### src/rtl/prefetch_queue_pkg.sv
// Shared definitions for the prefetch queue.
//  WORD_WIDTH    default data word width
//  up_state_t    upstream request FSM states
//  level_changed two-phase handshake helper: any level change is an event
package prefetch_queue_pkg;

    localparam int WORD_WIDTH = 32;

    typedef enum logic {
        ST_IDLE = 1'b0,   // no upstream request outstanding
        ST_WAIT = 1'b1    // request issued, waiting for readyIn toggle
    } up_state_t;

    function automatic logic level_changed(input logic now_level, input logic last_level);
        return now_level != last_level;
    endfunction

endpackage

### src/rtl/prefetch_queue_if.sv
// Bundle of the prefetch queue's handshake, data and status signals.
//  slave  : the queue's view (drives triggerOut, readyOut, dataOut, count, full, empty)
//  master : the environment's view (drives flush, readyIn, dataIn, triggerIn)
interface prefetch_queue_if #(
    parameter int WIDTH = 32,
    parameter int DEPTH = 4
);
    localparam int CW = $clog2(DEPTH) + 1;

    logic             flush;
    logic             triggerOut;
    logic             readyIn;
    logic [WIDTH-1:0] dataIn;
    logic             triggerIn;
    logic             readyOut;
    logic [WIDTH-1:0] dataOut;
    logic [CW-1:0]    count;
    logic             full;
    logic             empty;

    modport slave (
        input  flush, readyIn, dataIn, triggerIn,
        output triggerOut, readyOut, dataOut, count, full, empty
    );

    modport master (
        output flush, readyIn, dataIn, triggerIn,
        input  triggerOut, readyOut, dataOut, count, full, empty
    );
endinterface

### src/rtl/prefetch_queue_toggle_event.sv
// Turns a two-phase toggle input into a one-cycle event pulse.
//  clk     : clock
//  reset   : asynchronous, active-high
//  i_level : toggle input (may come from another domain when SYNC > 0)
//  o_event : high for the cycle in which the synchronised level differs
//            from the level seen on the previous edge
module prefetch_queue_toggle_event
    import prefetch_queue_pkg::*;
#(
    parameter int SYNC = 2
) (
    input  logic clk,
    input  logic reset,
    input  logic i_level,
    output logic o_event
);
    logic w_sync_level;
    logic r_last_level;

    generate
        if (SYNC == 0) begin : g_direct
            assign w_sync_level = i_level;
        end else begin : g_sync
            logic [SYNC-1:0] r_sync;
            always_ff @(posedge clk or posedge reset) begin
                if (reset) begin
                    r_sync <= '0;
                end else begin
                    r_sync[0] <= i_level;
                    for (int i = 1; i < SYNC; i++) begin
                        r_sync[i] <= r_sync[i-1];
                    end
                end
            end
            assign w_sync_level = r_sync[SYNC-1];
        end
    endgenerate

    always_ff @(posedge clk or posedge reset) begin
        if (reset) begin
            r_last_level <= 1'b0;
        end else begin
            r_last_level <= w_sync_level;
        end
    end

    assign o_event = level_changed(w_sync_level, r_last_level);
endmodule

### src/rtl/prefetch_queue.sv
// Elastic prefetch buffer between a fetch unit (upstream) and a decoder
// (downstream), both speaking the two-phase toggle handshake.
//  clk   : clock, all state updates on the rising edge
//  reset : asynchronous, active-high; peers must be reset too (toggle phase restarts at 0)
//  bus   : prefetch_queue_if.slave
//          flush      discard queued words and any in-flight response
//          triggerOut/readyIn/dataIn    upstream request/response/word
//          triggerIn/readyOut/dataOut   downstream request/response/word
//          count/full/empty             occupancy
module prefetch_queue
    import prefetch_queue_pkg::*;
#(
    parameter int WIDTH = WORD_WIDTH,
    parameter int DEPTH = 4,
    parameter int SYNC  = 2
) (
    input  logic clk,
    input  logic reset,
    prefetch_queue_if.slave bus
);
    localparam int PW = $clog2(DEPTH);
    localparam int CW = PW + 1;

    logic w_ready_ev;
    logic w_trig_ev;

    prefetch_queue_toggle_event #(.SYNC(SYNC)) u_ready_ev (
        .clk     (clk),
        .reset   (reset),
        .i_level (bus.readyIn),
        .o_event (w_ready_ev)
    );

    prefetch_queue_toggle_event #(.SYNC(SYNC)) u_trig_ev (
        .clk     (clk),
        .reset   (reset),
        .i_level (bus.triggerIn),
        .o_event (w_trig_ev)
    );

    logic [WIDTH-1:0] r_mem [DEPTH];

    up_state_t        r_state, w_state_next;
    logic [PW-1:0]    r_head, w_head_next;
    logic [PW-1:0]    r_tail, w_tail_next;
    logic [CW-1:0]    r_count, w_count_next;
    logic             r_drop, w_drop_next;
    logic             r_pend, w_pend_next;
    logic             r_trig_out, w_trig_out_next;
    logic             r_ready_out;
    logic [WIDTH-1:0] r_data_out;
    logic             w_push;
    logic             w_pop;

    always_comb begin
        // flush overrides both directions in the cycle it is seen
        w_push          = (r_state == ST_WAIT) && w_ready_ev && !r_drop && !bus.flush;
        w_pop           = r_pend && (r_count != '0) && !bus.flush;
        w_state_next    = r_state;
        w_drop_next     = r_drop;
        w_trig_out_next = r_trig_out;
        w_pend_next     = r_pend;
        w_head_next     = r_head;
        w_tail_next     = r_tail;
        w_count_next    = r_count;

        case (r_state)
            ST_IDLE: begin
                // Only one request is ever outstanding, so a free slot now
                // is still free when the response lands.
                if ((r_count < CW'(DEPTH)) && !bus.flush) begin
                    w_state_next    = ST_WAIT;
                    w_trig_out_next = ~r_trig_out;
                end
            end
            ST_WAIT: begin
                if (w_ready_ev) begin
                    // The response closes the request whether kept or discarded
                    w_state_next = ST_IDLE;
                    w_drop_next  = 1'b0;
                end else if (bus.flush) begin
                    w_drop_next = 1'b1;
                end
            end
            default: w_state_next = ST_IDLE;
        endcase

        // A second request while one is pending is ignored
        if (w_pop) begin
            w_pend_next = 1'b0;
        end else if (w_trig_ev) begin
            w_pend_next = 1'b1;
        end

        if (bus.flush) begin
            w_head_next  = '0;
            w_tail_next  = '0;
            w_count_next = '0;
        end else begin
            w_head_next  = r_head + PW'(w_pop);
            w_tail_next  = r_tail + PW'(w_push);
            w_count_next = r_count + CW'(w_push) - CW'(w_pop);
        end
    end

    always_ff @(posedge clk or posedge reset) begin
        if (reset) begin
            r_state     <= ST_IDLE;
            r_head      <= '0;
            r_tail      <= '0;
            r_count     <= '0;
            r_drop      <= 1'b0;
            r_pend      <= 1'b0;
            r_trig_out  <= 1'b0;
            r_ready_out <= 1'b0;
            r_data_out  <= '0;
        end else begin
            r_state    <= w_state_next;
            r_head     <= w_head_next;
            r_tail     <= w_tail_next;
            r_count    <= w_count_next;
            r_drop     <= w_drop_next;
            r_pend     <= w_pend_next;
            r_trig_out <= w_trig_out_next;
            if (w_pop) begin
                r_data_out  <= r_mem[r_head];
                r_ready_out <= ~r_ready_out;
            end
        end
    end

    // Storage has no reset; occupancy is tracked solely by r_count
    always_ff @(posedge clk) begin
        if (w_push) begin
            r_mem[r_tail] <= bus.dataIn;
        end
    end

    assign bus.triggerOut = r_trig_out;
    assign bus.readyOut   = r_ready_out;
    assign bus.dataOut    = r_data_out;
    assign bus.count      = r_count;
    assign bus.full       = (r_count == CW'(DEPTH));
    assign bus.empty      = (r_count == '0);
endmodule

### src/flat_wrapper.sv
// flat-port wrapper written by rule: the top's interface ports become plain ports
module prefetch_queue_flat import prefetch_queue_pkg::*;
#(
    parameter int WIDTH = WORD_WIDTH,
    parameter int DEPTH = 4,
    parameter int SYNC  = 2
)
  (clk, reset, bus_flush, bus_readyIn, bus_dataIn, bus_triggerIn, bus_triggerOut, bus_readyOut, bus_dataOut, bus_count, bus_full, bus_empty);
  prefetch_queue_if #(.WIDTH(WIDTH), .DEPTH(DEPTH)) bus_i ();
  input  logic clk;
  input  logic reset;
  input wire logic [$bits(bus_i.flush)-1:0] bus_flush;
  input wire logic [$bits(bus_i.readyIn)-1:0] bus_readyIn;
  input wire logic [$bits(bus_i.dataIn)-1:0] bus_dataIn;
  input wire logic [$bits(bus_i.triggerIn)-1:0] bus_triggerIn;
  output wire logic [$bits(bus_i.triggerOut)-1:0] bus_triggerOut;
  output wire logic [$bits(bus_i.readyOut)-1:0] bus_readyOut;
  output wire logic [$bits(bus_i.dataOut)-1:0] bus_dataOut;
  output wire logic [$bits(bus_i.count)-1:0] bus_count;
  output wire logic [$bits(bus_i.full)-1:0] bus_full;
  output wire logic [$bits(bus_i.empty)-1:0] bus_empty;
  assign bus_i.flush = bus_flush;
  assign bus_i.readyIn = bus_readyIn;
  assign bus_i.dataIn = bus_dataIn;
  assign bus_i.triggerIn = bus_triggerIn;
  assign bus_triggerOut = bus_i.triggerOut;
  assign bus_readyOut = bus_i.readyOut;
  assign bus_dataOut = bus_i.dataOut;
  assign bus_count = bus_i.count;
  assign bus_full = bus_i.full;
  assign bus_empty = bus_i.empty;
  prefetch_queue #(.WIDTH(WIDTH), .DEPTH(DEPTH), .SYNC(SYNC)) u_core (.clk(clk), .reset(reset), .bus(bus_i));
endmodule
### config.mk
export PLATFORM = sky130hd
export DESIGN_NAME = prefetch_queue_flat
export DESIGN_NICKNAME = d
export VERILOG_FILES = /design/src/rtl/prefetch_queue_pkg.sv /design/src/rtl/prefetch_queue_if.sv /design/src/rtl/prefetch_queue_toggle_event.sv /design/src/rtl/prefetch_queue.sv /design/src/flat_wrapper.sv
export SDC_FILE = /design/constraint.sdc
export NUM_CORES = 1
export LEC_CHECK = 0
export ABC_AREA = 1
export CELL_PAD_IN_SITES_DETAIL_PLACEMENT = 0
export CELL_PAD_IN_SITES_GLOBAL_PLACEMENT = 1
export CORE_UTILIZATION = 40
export CTS_BUF_LIST = sky130_fd_sc_hd__clkbuf_4 sky130_fd_sc_hd__clkbuf_8
export DETAILED_ROUTE_END_ITERATION = 10
export DONT_BUFFER_PORTS = 1
export GPL_TIMING_DRIVEN = 0
export PLACE_DENSITY = 0.74
export SLEW_MARGIN = 25
export SYNTH_ARGS = -nofsm -noshare
export SYNTH_HDL_FRONTEND = slang
export SYNTH_SLANG_ARGS = --single-unit
### constraint.sdc
create_clock -name clk -period 3.9 [get_ports clk]
set_clock_uncertainty 0.2 [all_clocks]
set_input_delay 0.39 -clock clk [delete_from_list [all_inputs] [get_ports clk]]
set_output_delay 0.39 -clock clk [all_outputs]
set_load 0.02 [all_outputs]
==> Word-level counts from Yosys, hierarchy flattened <==
Memory sizes are Yosys's and may differ from the RTL's. A register that Yosys moved wholly into a read port is not among the register bits.
Index checks and enable logic that the tools add are counted.
{ "totals": {"regBits": 18, "latch_bits": 0, "mem_bits_rw": 128, "rom_bits": 0, "input_bits": 37, "elab_cells": 50, "mem_count": 1} }
{ "op_classes": {"addsub": 4, "mul": 0, "div": 0, "order_cmp": 1, "eq_ne": 3, "shift": 0, "n_mux": 12, "bitwise": 3, "reduce_logical": 14} }
{ "memory_table": {"columns": ["memory", "words", "width", "read_ports", "rd_clocked_by_memory_dff", "write_ports", "line_no", "rtl"], "rows": [
  ["u_core.r_mem", 4, 32, 1, 1, 1, "prefetch_queue.sv:41", "logic [WIDTH-1:0] r_mem [DEPTH];"]
]} }
{ "ops": {"columns": ["op", "count"], "rows": [
  ["$mux 1", 8],
  ["$logic_and 1x1->1", 6],
  ["$add 2x1->2", 2],
  ["$mux 2", 2],
  ["$reduce_and 2->1", 2],
  ["$reduce_bool 2->1", 2],
  ["$add 3x1->3", 1],
  ["$eq 3x3->1 const B", 1],
  ["$logic_not 3->1", 1],
  ["$lt 3x3->1 const B", 1],
  ["$mux 3", 1],
  ["$not 1->1", 3],
  ["$reduce_bool 3->1", 1],
  ["$sub 3x1->3", 1],
  ["$logic_not 1->1", 2],
  ["$ne 1x1->1", 2],
  ["$pmux 1 s2", 1]
]} }

==> Logic depth before layout (Yosys ltp) <==
{ "logic_depth": {"depth_word": 7, "mapped_depth": 13, "depth_no_buf": 12} }

==> By module <==
Synthesis repeated with hierarchy kept, for this count alone.
{ "hier_totals": {"hier_cells": 723, "area_unflattened_um2": 7409.6} }
{ "modules_own_cells": {"columns": ["module", "instances", "cells_each", "area_per_inst_um2", "seq_area_each_um2"], "rows": [
  ["prefetch_queue", 1, 705, 7214.4, 4944.7],
  ["prefetch_queue_toggle_event", 2, 9, 97.6, 75.1]
]} }

==> Least setup slack after synthesis <==
No wires, ideal clock.
{ "synth_timing": {"kind": "register to register", "startpoint": "reg u_core.u_ready_ev.r_last_level", "endpoint": "mem u_core.r_mem[0][0] (enable)", "arrival_ns": 2.106, "setup_slack_ns": 1.172, "stages_incl_launch_ff": 4, "path_buffers": 0, "period_less_slack_ns": 2.728, "cell_sequence": "dfrtp_1 -> xor2_1 -> nand3_1 -> nor2_1"} }
{ "synth_between": {"elab_chain_cells": 6} }
{ "synth_rtl": {"columns": ["element", "line_no", "rtl"], "rows": [
  ["from (decl)", "prefetch_queue_toggle_event.sv:18", "logic r_last_level;"],
  ["from (signal assigned)", "prefetch_queue_toggle_event.sv:43", "r_last_level <= w_sync_level;"],
  ["$ne 1x1->1", "prefetch_queue_pkg.sv:15", "return now_level != last_level;"],
  ["$logic_and 1x1->1 (3 in series)", "prefetch_queue.sv:57", "w_push = (r_state == ST_WAIT) && w_ready_ev && !r_drop && !bus.flush;"],
  ["$mux 1", "prefetch_queue.sv:134", "if (w_push) begin"],
  ["$mux 1 (not written as such)", "prefetch_queue.sv:135", "r_mem[r_tail] <= bus.dataIn;"],
  ["to (decl)", "prefetch_queue.sv:41", null]
]} }
No other way between the ends.

==> Worst setup path after layout <==
{ "layout_timing": {"startpoint": "reg u_core.r_count[1], in the netlist u_core.bus.count[1]", "endpoint": "reg u_core.r_count[2], in the netlist u_core.bus.count[2]"} }
{ "layout_between": {"elab_chain_cells": 5, "elab_cells_between_ends": 6, "cone_classes": "add/sub: 2; mux: 1; reduce/logical: 3"} }
{ "layout_rtl": {"columns": ["element", "line_no", "rtl"], "rows": [
  ["from (decl)", "prefetch_queue.sv:46", "logic [CW-1:0] r_count, w_count_next;"],
  ["from (signal assigned)", "prefetch_queue.sv:121", "r_count <= w_count_next;"],
  ["$reduce_bool 3->1", "prefetch_queue.sv:58", "w_pop = r_pend && (r_count != '0) && !bus.flush;"],
  ["$logic_and 1x1->1 (2 in series)", "prefetch_queue.sv:58", null],
  ["named net u_core.w_pop", "prefetch_queue.sv:53", "logic w_pop;"],
  ["$sub 3x1->3", "prefetch_queue.sv:102", "w_count_next = r_count + CW'(w_push) - CW'(w_pop);"],
  ["$mux 3", "prefetch_queue.sv:95", "if (bus.flush) begin"],
  ["named net u_core.w_count_next[2]", "prefetch_queue.sv:46", null]
]} }
The timed path passes the listed nets, and every way through them passes these cells.
A chain may end at the register's enable or synchronous reset.

==> flow_summary.toml <==
[route]
num_vias = 4661
wirelength_um = 15400
antenna_left = 0
drt_pass1_iterations = 4
drc = 0
drt-vias-per-instance = 4.58
drt_iter0_markers = 199
avgRoutedWirePerCell_um = 15.1

[pwr]
power_density_nw_per_um2 = 617
peakVddDrop_mv = 0.402
cellLeakagePower_nw = 3.96

[cells_and_area]
fillers = 1654
fin_util_pct = 47.6
final_cell_area_sq_um = 8580
drive_gt1_share_pct = 8.49
antennaDiodeCount = 0
final_nets = 818
syn_to_final_growth_pct = 16.5

[yosys]
yosys.area.top_type = "edfxtp_1"
synth_cells = 717
yosysTopAreaCellShare_pct = 52.2
yosys-top-cells-area = "edfxtp_1, dfrtp_1, nand2_1"
synthTopCellsByCount = "nand2_1, inv_1, edfxtp_1"
mappedNetlistArea_sq_um = 7370
synth-seq-cells = 178
yosysMostFrequentCell = "nand2_1"
netlist-cell-type-count = 22
yosys_warnings = 0
syn_area_per_cell_sq_um = 10.3
yosysSeqAreaShare_pct = 69.2
ys.flop_type = "edfxtp_1"
async_flop_share_pct = 28.1
syn_nets = 759
synth-edff-count = 128

[place]
place_congestion = 0.745
place_area_sq_um = 7790
dpl.hpwl_um = 9980
dp_slack_ns = 1.13
io_buffers = 0

[grt]
antenna_found_initial = 0
grt_pass1_vias = 4614
grtUsageTotal_pct = 17.8
grt_pass1_wl_um = 24300
grt_overflow = 0
grt_max_degree = 51

[setup_path]
max_stage_delay_ns = 0.51
cp_max_fo = 11
cp.required_ns = 4.04
crit_arrival_ns = 2.90
startpoint_type = "flip-flop"
reg2regPathDepth = 12
r2r-end = "u_core.bus.count[2]$_DFF_PP0_"
crit_path_frequent_cell = "inv_1"
crit_path_start = "u_core.bus.count[1]$_DFF_PP0_"
path_class = "reg2reg"
end_kind = "flip-flop"
crit_chain = "inv_1 > nand2_4 > nor2_2 > nor2_4 > buf_2 > ha_1 > inv_1 > ha_1 > inv_1 > fa_1 > a21oi_1 > nor2_1"
r2r_start = "u_core.bus.count[1]$_DFF_PP0_"
r2r_slack_ns = 1.14
critPathSlowestCell = "dfrtp_1"

[cts]
cts_sinks = 178
postCtsResizedCells = 0
clk_pin_slew_worst_paths_ns = 0.08
cts_tree = "yes"
clockRootBuffer = "clkbuf_8"
insertion_delay_ns = 0.45
numCtsBuffers = 17
clk_path_buf_depth = 2
cts_htree_levels = 4

[sta]
setup_violations = 0
period_needed_ns = 2.76
fin_ws_ns = 1.14
slew_headroom_pct = 55.7
hold_violations = 0
max_freq_mhz = 363
layout_worst_path_cycle_share_pct = 70.7
tns_ns = 0
holdWs_ns = 0.155
slew_viol_final = 0
rsz0062_at_grt = "false"
tightest_slew_ns = 0.663

[die]
fp.coreArea_sq_um = 18000
ios = 76
start_util_pct = 40.9
die_x_um = 138
fp.dieH_um = 138
rows = 49
die_area_sq_um = 19000

[status]
status = "finished clean"

[worst_hold_path]
hold_class = "reg2reg"
min_from = "u_core.u_ready_ev.g_sync.r_sync[0]$_DFF_PP0_"
whs_path_depth = 0
hold_end = "u_core.u_ready_ev.g_sync.r_sync[1]$_DFF_PP0_"

[run]
drv_cap = 0
placed cells by master, fill, tap and decap left out, types with 5 or more instances in the layout:
master         count
buf_2             15
clkbuf_1           8
clkbuf_8          20
dfrtp_1           50
dlygate4sd3_1     36
edfxtp_1         128
inv_1            143
nand2_1          267
nand3_1           67
nor2_1             7
nor2_4             5
how the worst max path moves through the flow:
stage                     cells past startpoint                            end  slack (ns)
after floorplan                               3   u_core.r_mem[0][0]$_DFFE_PP_        1.17
after global placement                        3  u_core.r_mem[3][15]$_DFFE_PP_       -0.25
after detailed placement                     12  u_core.bus.count[2]$_DFF_PP0_        1.13
after CTS                                    13  u_core.bus.count[2]$_DFF_PP0_        1.11
after global routing                         13  u_core.bus.count[2]$_DFF_PP0_        0.88
final                                        12  u_core.bus.count[2]$_DFF_PP0_        1.14
timing repair:
| action | 4_1_cts | 5_1_grt |
|---|---|---|
| buffers inserted | 0 | 0 |
| endpoints found under the hold margin | 188 | 0 |
| hold buffers | 36 | 0 |
stage by stage:
stage / instances / total power, mW
final: 1018 / 5.29
after global routing: 1018 / 5.64
after CTS: 1018 / 5.35
after detailed placement: 950 / 3.98
after global placement: 946 / 3.94
after floorplan: 717 / 3.59
critical path, delay by kind of cell (launching register included):
family,cells,cell delay [ns]
AOI/OAI and AO/OA,1,0.13
adders and majority gates,3,0.79
buffers and inverters,4,0.47
DFF,1,0.51
and+or+nand+nor,4,0.55
final cells by class:
cell class	instances	area, sq um	share of cell area, %
plain buffers	26	139	1.62
clock buffers	24	305	3.56
multi-input cells	366	1610	18.8
repair buffers	40	463	5.40
inverters	147	554	6.46
clock inverters	8	128	1.49
flip-flops and latches	178	5090	59.4
well taps	229	287	3.34
metal layers:
metal | up-vias | GRT usage (%) | wire length [um] | share of wire (%)
li1 | 2329 | - | - | -
met1 | 2211 | 22.8 | 6910 | 45
met2 | 107 | 29.4 | 7520 | 49
met3 | 14 | 4.53 | 768 | 5.0
met4 | 0 | 5.80 | 183 | 1.2
met5 | - | 0 | 0 | 0
state kept, by name (all words and copies together), names as in the netlist:
| register | count |
|---|---|
| u_core.r_mem | 128 |
| u_core.u_trig_ev.r_last_level | 1 |
| u_core.bus.triggerOut | 1 |
| u_core.r_head | 2 |
| u_core.r_drop | 1 |
| u_core.u_ready_ev.g_sync.r_sync | 2 |
| u_core.bus.readyOut | 1 |
| u_core.r_state | 1 |
| u_core.r_pend | 1 |
| u_core.bus.dataOut | 32 |
| u_core.u_trig_ev.g_sync.r_sync | 2 |
| u_core.u_ready_ev.r_last_level | 1 |
| u_core.bus.count | 3 |
| u_core.r_tail | 2 |
logic make-up after synthesis:
group / count (synthesis) / share of synthesized area [%]
flops: 178 / 69.2
fa+ha+maj: 5 / 0.951
xor+xnor: 4 / 0.476
buf+inv: 173 / 9.38
simple gates: 350 / 19.3
compound gates: 7 / 0.696
power by group:
part / internal, mW / total [mW] / switching, mW
sequential: 2.28 / 2.66 / 0.385
combinational: 0.427 / 1.29 / 0.861
clock: 0.715 / 1.34 / 0.626
Power figures use the tool's default switching activity.
